### src/rtl/spi_target_port_pkg.sv
// Shared definitions for the SPI target port: FSM encoding and word geometry.
package spi_target_port_pkg;

  typedef enum logic [1:0] {
    ST_DISARMED = 2'd0,
    ST_IDLE     = 2'd1,
    ST_ACTIVE   = 2'd2
  } state_t;

  localparam int WORD_BITS = 32;
  localparam int BYTE_BITS = 8;
  localparam logic [WORD_BITS-1:0] IDLE_FILL_DEFAULT = 32'hFFFF_FFFF;

endpackage

### src/rtl/spi_target_port_if.sv
// Bus-side word handshakes of the SPI target port (TX holding register, RX word, status pulses).
interface spi_target_port_if;
  import spi_target_port_pkg::*;

  logic [WORD_BITS-1:0] tx_data_i;
  logic                 tx_valid_i;
  logic                 tx_ready_o;
  logic [WORD_BITS-1:0] rx_data_o;
  logic [2:0]           rx_bytes_o;
  logic                 rx_valid_o;
  logic                 rx_ack_i;
  logic                 rx_overrun_o;
  logic                 tx_underrun_o;
  logic                 frame_err_o;

  modport slave (
    input  tx_data_i, tx_valid_i, rx_ack_i,
    output tx_ready_o, rx_data_o, rx_bytes_o, rx_valid_o,
           rx_overrun_o, tx_underrun_o, frame_err_o
  );

  modport master (
    output tx_data_i, tx_valid_i, rx_ack_i,
    input  tx_ready_o, rx_data_o, rx_bytes_o, rx_valid_o,
           rx_overrun_o, tx_underrun_o, frame_err_o
  );

endinterface

### src/rtl/spi_target_port_input_sync.sv
// Multi-flop synchroniser for one asynchronous SPI pin, with rise/fall detection
// on the last two synchronised samples. Resets to 0 so a select line that is
// already low at reset release never looks like a fresh idle level.
module spi_target_port_input_sync #(
  parameter int SYNC_STAGES = 2
) (
  input  logic clk,
  input  logic rst_n,
  input  logic async_in,
  output logic level,
  output logic rise,
  output logic fall
);

  logic [SYNC_STAGES-1:0] sync_q;
  logic                   prev_q;

  // Synchroniser chain plus one history flop for edge detection
  always_ff @(posedge clk) begin
    if (!rst_n) begin
      sync_q <= '0;
      prev_q <= 1'b0;
    end else begin
      sync_q <= {sync_q[SYNC_STAGES-2:0], async_in};
      prev_q <= sync_q[SYNC_STAGES-1];
    end
  end

  assign level = sync_q[SYNC_STAGES-1];
  assign rise  = level & ~prev_q;
  assign fall  = ~level & prev_q;

endmodule

### src/rtl/spi_target_port.sv
// SPI target (slave) port: oversamples SPI pins in HCLK, assembles 32-bit RX words
// (flushing whole trailing bytes at deselect) and shifts 32-bit TX words out on MISO.
module spi_target_port
  import spi_target_port_pkg::*;
#(
  parameter int                   SYNC_STAGES = 2,
  parameter logic [WORD_BITS-1:0] IDLE_FILL   = IDLE_FILL_DEFAULT
) (
  input  logic HCLK,
  input  logic HRESETn,
  input  logic cpol_i,
  input  logic cpha_i,
  input  logic spi_clk_i,
  input  logic spi_ss_n_i,
  input  logic spi_mosi_i,
  output logic spi_miso_o,
  output logic spi_miso_oe_o,
  spi_target_port_if.slave bus
);

  logic sclk_level, sclk_rise, sclk_fall;
  logic ss_level, ss_rise, ss_fall;
  logic mosi_level, mosi_rise_unused, mosi_fall_unused;

  spi_target_port_input_sync #(.SYNC_STAGES(SYNC_STAGES)) u_sync_clk (
    .clk(HCLK), .rst_n(HRESETn), .async_in(spi_clk_i),
    .level(sclk_level), .rise(sclk_rise), .fall(sclk_fall)
  );

  spi_target_port_input_sync #(.SYNC_STAGES(SYNC_STAGES)) u_sync_ss (
    .clk(HCLK), .rst_n(HRESETn), .async_in(spi_ss_n_i),
    .level(ss_level), .rise(ss_rise), .fall(ss_fall)
  );

  spi_target_port_input_sync #(.SYNC_STAGES(SYNC_STAGES)) u_sync_mosi (
    .clk(HCLK), .rst_n(HRESETn), .async_in(spi_mosi_i),
    .level(mosi_level), .rise(mosi_rise_unused), .fall(mosi_fall_unused)
  );

  state_t               state_q, state_d;
  logic                 cpol_q, cpha_q;
  logic [4:0]           bit_cnt;
  logic [WORD_BITS-1:0] rx_shift, rx_data, rx_word_next;
  logic [2:0]           rx_bytes;
  logic                 rx_valid, rx_overrun, frame_err;
  logic [WORD_BITS-1:0] tx_hold, tx_shift, tx_next_word;
  logic                 tx_hold_full, tx_underrun, miso_q;

  logic enter_active, leave_active, in_frame;
  logic sclk_edge, lead_edge, trail_edge, sample_edge, shift_edge;
  logic word_done, flush_req, deliver, tx_load, tx_accept, stray_bits;

  // Whole bytes received before deselect, right-justified; stray low bits dropped.
  function automatic logic [WORD_BITS-1:0] flush_word(input logic [WORD_BITS-1:0] shift,
                                                      input logic [4:0]           cnt);
    logic [WORD_BITS-1:0] aligned, mask;
    aligned = shift >> cnt[2:0];
    mask    = ~({WORD_BITS{1'b1}} << (int'(cnt[4:3]) * BYTE_BITS));
    return aligned & mask;
  endfunction

  assign enter_active = (state_q == ST_IDLE) && ss_fall;
  assign leave_active = (state_q == ST_ACTIVE) && ss_rise;
  assign in_frame     = (state_q == ST_ACTIVE) && !ss_rise;

  // Leading edge moves the clock away from its idle level.
  assign sclk_edge   = sclk_rise | sclk_fall;
  assign lead_edge   = sclk_edge && (sclk_level != cpol_q);
  assign trail_edge  = sclk_edge && (sclk_level == cpol_q);
  assign sample_edge = in_frame && (cpha_q ? trail_edge : lead_edge);
  assign shift_edge  = in_frame && (cpha_q ? lead_edge : trail_edge);

  assign rx_word_next = {rx_shift[WORD_BITS-2:0], mosi_level};
  assign word_done    = sample_edge && (bit_cnt == 5'd31);
  assign stray_bits   = |bit_cnt[2:0];
  assign flush_req    = leave_active && (bit_cnt[4:3] != 2'd0);
  assign deliver      = word_done || flush_req;

  assign tx_load      = enter_active || word_done;
  assign tx_accept    = bus.tx_valid_i && !tx_hold_full;
  assign tx_next_word = tx_hold_full ? tx_hold : IDLE_FILL;

  // FSM state register
  always_ff @(posedge HCLK) begin
    if (!HRESETn) state_q <= ST_DISARMED;
    else          state_q <= state_d;
  end

  // FSM next state: only arm once select is seen high, so no frame is joined mid-way
  always_comb begin
    state_d = state_q;
    case (state_q)
      ST_DISARMED: if (ss_level) state_d = ST_IDLE;
      ST_IDLE:     if (ss_fall)  state_d = ST_ACTIVE;
      ST_ACTIVE:   if (ss_rise)  state_d = ST_IDLE;
      default:                   state_d = ST_DISARMED;
    endcase
  end

  // FSM outputs: MISO driven only while selected
  always_comb begin
    spi_miso_oe_o = (state_q == ST_ACTIVE);
  end

  // Receive path: mode latch, bit counter, word assembly, delivery and status pulses
  always_ff @(posedge HCLK) begin
    if (!HRESETn) begin
      cpol_q     <= 1'b0;
      cpha_q     <= 1'b0;
      bit_cnt    <= 5'd0;
      rx_shift   <= '0;
      rx_data    <= '0;
      rx_bytes   <= 3'd0;
      rx_valid   <= 1'b0;
      rx_overrun <= 1'b0;
      frame_err  <= 1'b0;
    end else begin
      rx_overrun <= 1'b0;
      frame_err  <= 1'b0;
      if (enter_active) begin
        cpol_q  <= cpol_i;
        cpha_q  <= cpha_i;
        bit_cnt <= 5'd0;
      end
      if (sample_edge) begin
        rx_shift <= rx_word_next;
        bit_cnt  <= bit_cnt + 5'd1;
      end
      if (leave_active) begin
        bit_cnt   <= 5'd0;
        frame_err <= stray_bits;
      end
      if (deliver) begin
        rx_data    <= word_done ? rx_word_next : flush_word(rx_shift, bit_cnt);
        rx_bytes   <= word_done ? 3'd4 : {1'b0, bit_cnt[4:3]};
        rx_valid   <= 1'b1;
        rx_overrun <= rx_valid && !bus.rx_ack_i;
      end else if (bus.rx_ack_i) begin
        rx_valid <= 1'b0;
      end
    end
  end

  // Transmit path: holding register, word loads and MISO shifting.
  // tx_shift holds bits not yet driven; with cpha=0 bit 31 is driven at select.
  always_ff @(posedge HCLK) begin
    if (!HRESETn) begin
      tx_hold      <= '0;
      tx_hold_full <= 1'b0;
      tx_shift     <= '0;
      tx_underrun  <= 1'b0;
      miso_q       <= 1'b1;
    end else begin
      tx_underrun <= 1'b0;
      if (tx_accept) begin
        tx_hold      <= bus.tx_data_i;
        tx_hold_full <= 1'b1;
      end
      if (tx_load) begin
        if (tx_hold_full) tx_hold_full <= 1'b0;
        else              tx_underrun  <= 1'b1;
        if (enter_active && !cpha_i) begin
          miso_q   <= tx_next_word[WORD_BITS-1];
          tx_shift <= {tx_next_word[WORD_BITS-2:0], 1'b0};
        end else begin
          tx_shift <= tx_next_word;
        end
      end else if (shift_edge) begin
        miso_q   <= tx_shift[WORD_BITS-1];
        tx_shift <= {tx_shift[WORD_BITS-2:0], 1'b0};
      end
      if (leave_active) miso_q <= 1'b1;
    end
  end

  assign spi_miso_o        = miso_q;
  assign bus.tx_ready_o    = ~tx_hold_full;
  assign bus.rx_data_o     = rx_data;
  assign bus.rx_bytes_o    = rx_bytes;
  assign bus.rx_valid_o    = rx_valid;
  assign bus.rx_overrun_o  = rx_overrun;
  assign bus.tx_underrun_o = tx_underrun;
  assign bus.frame_err_o   = frame_err;

endmodule

### src/flat_wrapper.sv
// flat-port wrapper written by rule: the top's interface ports become plain ports
module spi_target_port_flat import spi_target_port_pkg::*;
#(
  parameter int                   SYNC_STAGES = 2,
  parameter logic [WORD_BITS-1:0] IDLE_FILL   = IDLE_FILL_DEFAULT
)
  (HCLK, HRESETn, cpol_i, cpha_i, spi_clk_i, spi_ss_n_i, spi_mosi_i, spi_miso_o, spi_miso_oe_o, bus_tx_data_i, bus_tx_valid_i, bus_rx_ack_i, bus_tx_ready_o, bus_rx_data_o, bus_rx_bytes_o, bus_rx_valid_o, bus_rx_overrun_o, bus_tx_underrun_o, bus_frame_err_o);
  spi_target_port_if bus_i ();
  input  logic HCLK;
  input  logic HRESETn;
  input  logic cpol_i;
  input  logic cpha_i;
  input  logic spi_clk_i;
  input  logic spi_ss_n_i;
  input  logic spi_mosi_i;
  output logic spi_miso_o;
  output logic spi_miso_oe_o;
  input wire logic [$bits(bus_i.tx_data_i)-1:0] bus_tx_data_i;
  input wire logic [$bits(bus_i.tx_valid_i)-1:0] bus_tx_valid_i;
  input wire logic [$bits(bus_i.rx_ack_i)-1:0] bus_rx_ack_i;
  output wire logic [$bits(bus_i.tx_ready_o)-1:0] bus_tx_ready_o;
  output wire logic [$bits(bus_i.rx_data_o)-1:0] bus_rx_data_o;
  output wire logic [$bits(bus_i.rx_bytes_o)-1:0] bus_rx_bytes_o;
  output wire logic [$bits(bus_i.rx_valid_o)-1:0] bus_rx_valid_o;
  output wire logic [$bits(bus_i.rx_overrun_o)-1:0] bus_rx_overrun_o;
  output wire logic [$bits(bus_i.tx_underrun_o)-1:0] bus_tx_underrun_o;
  output wire logic [$bits(bus_i.frame_err_o)-1:0] bus_frame_err_o;
  assign bus_i.tx_data_i = bus_tx_data_i;
  assign bus_i.tx_valid_i = bus_tx_valid_i;
  assign bus_i.rx_ack_i = bus_rx_ack_i;
  assign bus_tx_ready_o = bus_i.tx_ready_o;
  assign bus_rx_data_o = bus_i.rx_data_o;
  assign bus_rx_bytes_o = bus_i.rx_bytes_o;
  assign bus_rx_valid_o = bus_i.rx_valid_o;
  assign bus_rx_overrun_o = bus_i.rx_overrun_o;
  assign bus_tx_underrun_o = bus_i.tx_underrun_o;
  assign bus_frame_err_o = bus_i.frame_err_o;
  spi_target_port #(.SYNC_STAGES(SYNC_STAGES), .IDLE_FILL(IDLE_FILL)) u_core (.HCLK(HCLK), .HRESETn(HRESETn), .cpol_i(cpol_i), .cpha_i(cpha_i), .spi_clk_i(spi_clk_i), .spi_ss_n_i(spi_ss_n_i), .spi_mosi_i(spi_mosi_i), .spi_miso_o(spi_miso_o), .spi_miso_oe_o(spi_miso_oe_o), .bus(bus_i));
endmodule
### config.mk
export PLATFORM = sky130hd
export DESIGN_NAME = spi_target_port_flat
export DESIGN_NICKNAME = d
export VERILOG_FILES = /design/src/rtl/spi_target_port_pkg.sv /design/src/rtl/spi_target_port_if.sv /design/src/rtl/spi_target_port_input_sync.sv /design/src/rtl/spi_target_port.sv /design/src/flat_wrapper.sv
export SDC_FILE = /design/constraint.sdc
export NUM_CORES = 1
export LEC_CHECK = 0
export CORE_MARGIN = 3
export CORE_UTILIZATION = 40
export CTS_CLUSTER_DIAMETER = 40
export DETAILED_ROUTE_END_ITERATION = 6
export GPL_ROUTABILITY_DRIVEN = 1
export GPL_TIMING_DRIVEN = 1
export MAX_ROUTING_LAYER = met4
export PLACE_DENSITY = 0.64
export SYNTH_ARGS = -nofsm -noshare
export SYNTH_HDL_FRONTEND = slang
export SYNTH_SLANG_ARGS = --single-unit
### constraint.sdc
create_clock -name HCLK -period 6.7 [get_ports HCLK]
set_input_delay 1.34 -clock HCLK [delete_from_list [all_inputs] [get_ports HCLK]]
set_output_delay 1.34 -clock HCLK [all_outputs]
set_load 0.03 [all_outputs]
# Word level (Yosys, flattened, before mapping)
# Cells that the tools add are included.
# totals
out_inout_bits	42
regBits	154
elab_cells	98
in_bits	41
# classes
n_shift	2
n_eq_ne	9
addsub	1
mux	23
bitwise_logic	13
n_reduce_logical	30
# ops
operator	count
32-bit 2-to-1 mux	5
32-bit bitwise AND	1
32-bit inverter	1
32-bit by 5-bit << shifter with 32-bit output, first input constant	1
32-bit by 3-bit >> shifter with 32-bit output	1
1-bit logical AND	12
1-bit 2-to-1 mux	11
5-bit 2-to-1 mux	2
2-bit AND reduction	4
2-bit nonzero test	4
2-bit 2-to-1 mux	3
1-bit inverter	6
2-bit case mux with 3 select lines	1
5-bit by 1-bit adder with 5-bit output, second input constant	1
5-bit equality test, second input constant	1
1-bit bitwise AND	4
1-bit zero test	4
2-bit by 1-bit != test with 1-bit output, second input constant	2
2-bit != test, second input constant	2
3-bit 2-to-1 mux	1
3-bit AND reduction	1
3-bit OR reduction	1
2-bit by 1-bit equality test with 1-bit output, second input constant	1
2-bit equality test, second input constant	1
6 further kinds	7

# Longest topological paths before layout
# depth
word_depth	10
ltp_mapped	10
ltp_nobuf	7

# Cells and area by module
# Synthesis repeated with hierarchy kept, for this count alone.
# unflattened
hier_cells	885
hier_area_um2	7278.2
# modules_own_cells
mod	cells_per_inst	seq_area_each_um2	instances	area_per_inst_um2
spi_target_port	861	2902.8	1	7004.2
spi_target_port_input_sync	8	60.1	3	91.3

# Least setup slack after synthesis
# OpenSTA, ideal clock, no wires.
# synth_path
kind	input-to-reg
from	in cpha_i
to	reg u_core.tx_shift[20]
arrival_ns	2.230
n_path_buf	2
path_stages	6
t_required_ns	6.567
path_slack_ns	4.338
path_cell_list	nand2b_1 buf_2 buf_6 mux2_1 o21ai_1 a31oi_1
# synth_via
elab_chain_len	4
# synth_rtl
element	line_no	source
from (decl)	flat_wrapper.sv:12	input logic cpha_i;
1-bit zero test	spi_target_port.sv:162	if (enter_active && !cpha_i) begin
1-bit logical AND	spi_target_port.sv:162	
32-bit 2-to-1 mux	spi_target_port.sv:162	
32-bit 2-to-1 mux	spi_target_port.sv:159	if (tx_load) begin
to (signal assigned)	spi_target_port.sv:164	tx_shift <= {tx_next_word[WORD_BITS-2:0], 1'b0};
to (signal assigned)	spi_target_port.sv:166	tx_shift <= tx_next_word;
to (signal assigned)	spi_target_port.sv:170	tx_shift <= {tx_shift[WORD_BITS-2:0], 1'b0};
to (decl)	spi_target_port.sv:46	logic [WORD_BITS-1:0] tx_hold, tx_shift, tx_next_word;
# No other way between the ends.
# A chain may end at the register's enable or synchronous reset.

# Final worst setup path
# layout_path
from	reg u_core.bit_cnt[1]
to	reg u_core.rx_data[18] (netlist: u_core.bus.rx_data_o[18])
# layout_via
elab_chain_len	3
# layout_rtl
element	line_no	source
from (decl)	spi_target_port.sv:42	logic [4:0] bit_cnt;
from (signal assigned)	spi_target_port.sv:127	bit_cnt <= bit_cnt + 5'd1;
32-bit by 3-bit >> shifter with 32-bit output or 5-bit equality test (tied branches)	spi_target_port.sv:57, spi_target_port.sv:74	
32-bit bitwise AND or 1-bit logical AND (tied branches)	spi_target_port.sv:59, spi_target_port.sv:74	
32-bit 2-to-1 mux or 1-bit logical OR (tied branches)	spi_target_port.sv:134, spi_target_port.sv:77	
to (signal assigned)	spi_target_port.sv:134	rx_data <= word_done ? rx_word_next : flush_word(rx_shift, bit_cnt);
to (decl)	spi_target_port.sv:43	logic [WORD_BITS-1:0] rx_shift, rx_data, rx_word_next;
# Parallel ways exist; a longest one is shown, timed or not.

==> reports/results.ini <==
[outcome]
status=finished clean

[timing]
setup_violations=0
max_clock_freq_mhz=290.7
post-route-min-period_ns=3.440
tightest_slew_ns=1.240
finalMaxSlewViolations=0
timing.final.hold_violations=0
fin_worst_skew_ns=0.009543
timing.hold.ws_ns=0.4354
final.period_utilization_pct=51.34
rsz0062_at_grt=no
fin_setup_tns_ns=0
slew-limit-headroom_pct=17.31

[synthesis]
ys_ff_latch=153
yosysUniqueCellTypes=49
synthCells=853
netlist_area_sq_mm=0.007363
synth_edf_count=0
synth-main-ff-cell=dfxtp_1
async_reset_ff_share_pct=0
ys_seq_area_share_pct=41.60
avgSynthCellArea_sq_um=8.632
synth-warning-count=0
synth_nets=897

[grt]
grt_usage_pct=18.63
use_met3_pct=4.314
grt_pass1_vias=5802
overflow=0
antenna_found_initial=0
grt_util_met1_pct=25.87
busiest_layer=met2
met2_usage_pct=27.63
grt_pass1_wl_microns=29810
grt_start_max_net_pins=86

[route]
final_antenna_net_count=0
vias=6218
via_per_inst=5.527
drt_first_pass_iters=5
drc=0
wl_per_cell_microns=16.12
drt_iter0_drc=443
drt_wl_total_microns=18140

[die]
die-area_sq_mm=0.02007
io-pin-count=83
die-width_microns=141.7
die_y_microns=141.7
rows=48
initial_utilization_pct=41.70
core_sq_mm=0.01766

[critical_path]
endpoint_kind=flip-flop
crit_slowest_cell=and3_1
startpoint_type=flip-flop
crit_path_frequent_cell=and3_1
path_max_fanout=37
required_ns=7.01
cp_cell_sequence=buf_4, ha_1, and3_1, ha_1, and3_1, nand2_2, and3_1, o31a_1
critPathMaxStageDelay_ns=0.66
critPathKind=reg -> reg
critPathArrivalTime_ns=3.75

[clock_tree]
cts_hold_buf=0
root_buffer=clkbuf_16
clock_sinks=153
cts_tree=built
cts.clk_slew.worst_paths_ns=0.06
cts_made_buffers=17
clk_latency_ns=0.42
cts_setup_buffers=0
h-tree-depth=4
cts_resized=0
clk_path_buf_depth=2

[hold_path]
hold_path.class=reg -> reg

[cells_and_area]
drive_gt1_share_pct=9.111
fin_nets=932
antenna_cells=0
area_growth_pct=18.45

[place]
dp_hpwl_microns=11260
port_buffers=82
globalplace.congestion=0.8406

[power_and_ir_drop]
vdd_drop_max_mv=0.1824
p_leak_nw=3.122
powerDensity_mw_per_mm2=226.7

[flow_run]
cap_violations=0

-- synth_stat cells, types with 2 or more instances --
cell | count | area share, %
dfxtp_1 | 153 | 42
o22ai_1 | 22 | 1.9
a21oi_1 | 78 | 5.3
mux2_2 | 13 | 2.0
o21ai_1 | 28 | 1.9
and2_1 | 13 | 1.1
o21ai_2 | 2 | 0.24
o2111a_1 | 3 | 0.46
a211oi_1 | 5 | 0.51
or2_2 | 2 | 0.17
clkbuf_1 | 28 | 1.4
o21ai_0 | 7 | 0.48
buf_1 | 5 | 0.25
buf_2 | 30 | 2.0
mux2_1 | 28 | 4.3
buf_4 | 5 | 0.51
nand3_1 | 40 | 2.7
o211ai_1 | 5 | 0.51
nor2b_1 | 3 | 0.25
nand2b_1 | 5 | 0.42
nand2_1 | 180 | 9.2
inv_2 | 3 | 0.15
o21a_1 | 8 | 0.82
mux4_2 | 13 | 4.0
and3_1 | 30 | 2.5
nor2_1 | 12 | 0.61
mux2i_1 | 38 | 5.2
inv_1 | 5 | 0.25
buf_6 | 8 | 1.2
nor3_1 | 13 | 0.88
ha_1 | 3 | 0.51
a31oi_1 | 48 | 4.1
-- power breakdown --
group / leakage (nW) / internal [mW] / total (mW) / switching, mW
combinational: 1.61 / 0.0430 / 0.0948 / 0.0518
sequential: 1.24 / 0.926 / 0.938 / 0.0118
clock: 0.276 / 0.567 / 0.944 / 0.377
total: 3.12 / 1.54 / 1.98 / 0.441
-- metal layers --
| layer | wire, microns | vias to the layer above |
|---|---|---|
| met1 | 8848 | 2948 |
| met4 | 182 | 0 |
| li1 | - | 3104 |
| met5 | 0 | - |
| met3 | 884 | 13 |
| met2 | 8222 | 153 |
-- per-stage QoR --
stage	utilization [%]	instance area, sq um	power (mW)	setup WS, ns	cells
floorplan	-	7363	1.013	4.338	853
global placement	46.12	8143	1.053	3.130	1094
detailed placement	46.12	8143	1.054	3.092	1094
CTS	49.40	8722	1.995	3.224	1125
global route	49.40	8722	2.044	3.086	1125
finish	49.40	8722	1.977	3.260	1125
-- layout make-up --
| type | instances | area, sq um |
|---|---|---|
| fillers | 1717 | 8935 |
| multi-input cells | 616 | 3871 |
| flip-flops and latches | 153 | 3063 |
| repair buffers | 92 | 895.9 |
| clock buffers | 21 | 460.4 |
| well taps | 225 | 281.5 |
| clock inverters | 10 | 118.9 |
| inverters | 8 | 31.28 |
-- cell families after synthesis --
logic type | count (synthesis) | synth area share [%]
AOI/OAI and AO/OA | 213 | 17.16
xor gates and xnor gates | 1 | 0.2210
adders and majority gates | 3 | 0.5098
buffers and inverters | 84 | 5.862
DFF | 153 | 41.60
muxes | 93 | 15.72
and+or+nand+nor | 306 | 18.93
-- registers in the layout (all words and copies together) (netlist names), 2 cells and up --
signal / count
u_core.bit_cnt: 5
u_core.bus.rx_bytes_o: 3
u_core.bus.rx_data_o: 32
u_core.rx_shift: 31
u_core.state_q: 2
u_core.tx_hold: 32
u_core.tx_shift: 32
u_core.u_sync_clk.sync_q: 2
u_core.u_sync_mosi.sync_q: 2
u_core.u_sync_ss.sync_q: 2
-- critical path, delay by kind of cell, from the launching register on --
kind / cells / cell delay, ns
DFF: 1 / 0.31
adders and majority gates: 2 / 0.45
and+or+nand+nor: 4 / 1.85
AOI/OAI and AO/OA: 1 / 0.26
buffers and inverters: 1 / 0.44
-- placed cells by master, fill, tap and decap left out, drive strengths merged, types with 2 or more instances in the layout --
cell type      instances
o22ai                 22
nor3                  13
o21a                   8
inv                    8
mux2i                 39
and2                  13
buf                   10
clkinvlp               3
mux2                  41
a31oi                 48
nand2                182
o2111a                 3
or2                    2
o21ai                 37
clkdlybuf4s50         82
nand2b                 5
clkbuf                21
o211ai                 5
nand3                 40
nor2b                  4
bufinv                 2
nor2                  12
ha                     3
dfxtp                153
a211oi                 6
mux4                  13
clkinv                 5
and3                  30
a21oi                 80
-- worst paths after layout --
kind         slack [ns]                          to                        from  cells after the start
max                3.26    u_core.bus.rx_data_o[18]           u_core.bit_cnt[1]                      8
min                0.44  u_core.u_sync_ss.sync_q[1]  u_core.u_sync_ss.sync_q[0]                      1
max reg2reg        3.26    u_core.bus.rx_data_o[18]           u_core.bit_cnt[1]                      8
min reg2reg        0.44  u_core.u_sync_ss.sync_q[1]  u_core.u_sync_ss.sync_q[0]                      1
Power figures use the tool's default switching activity.
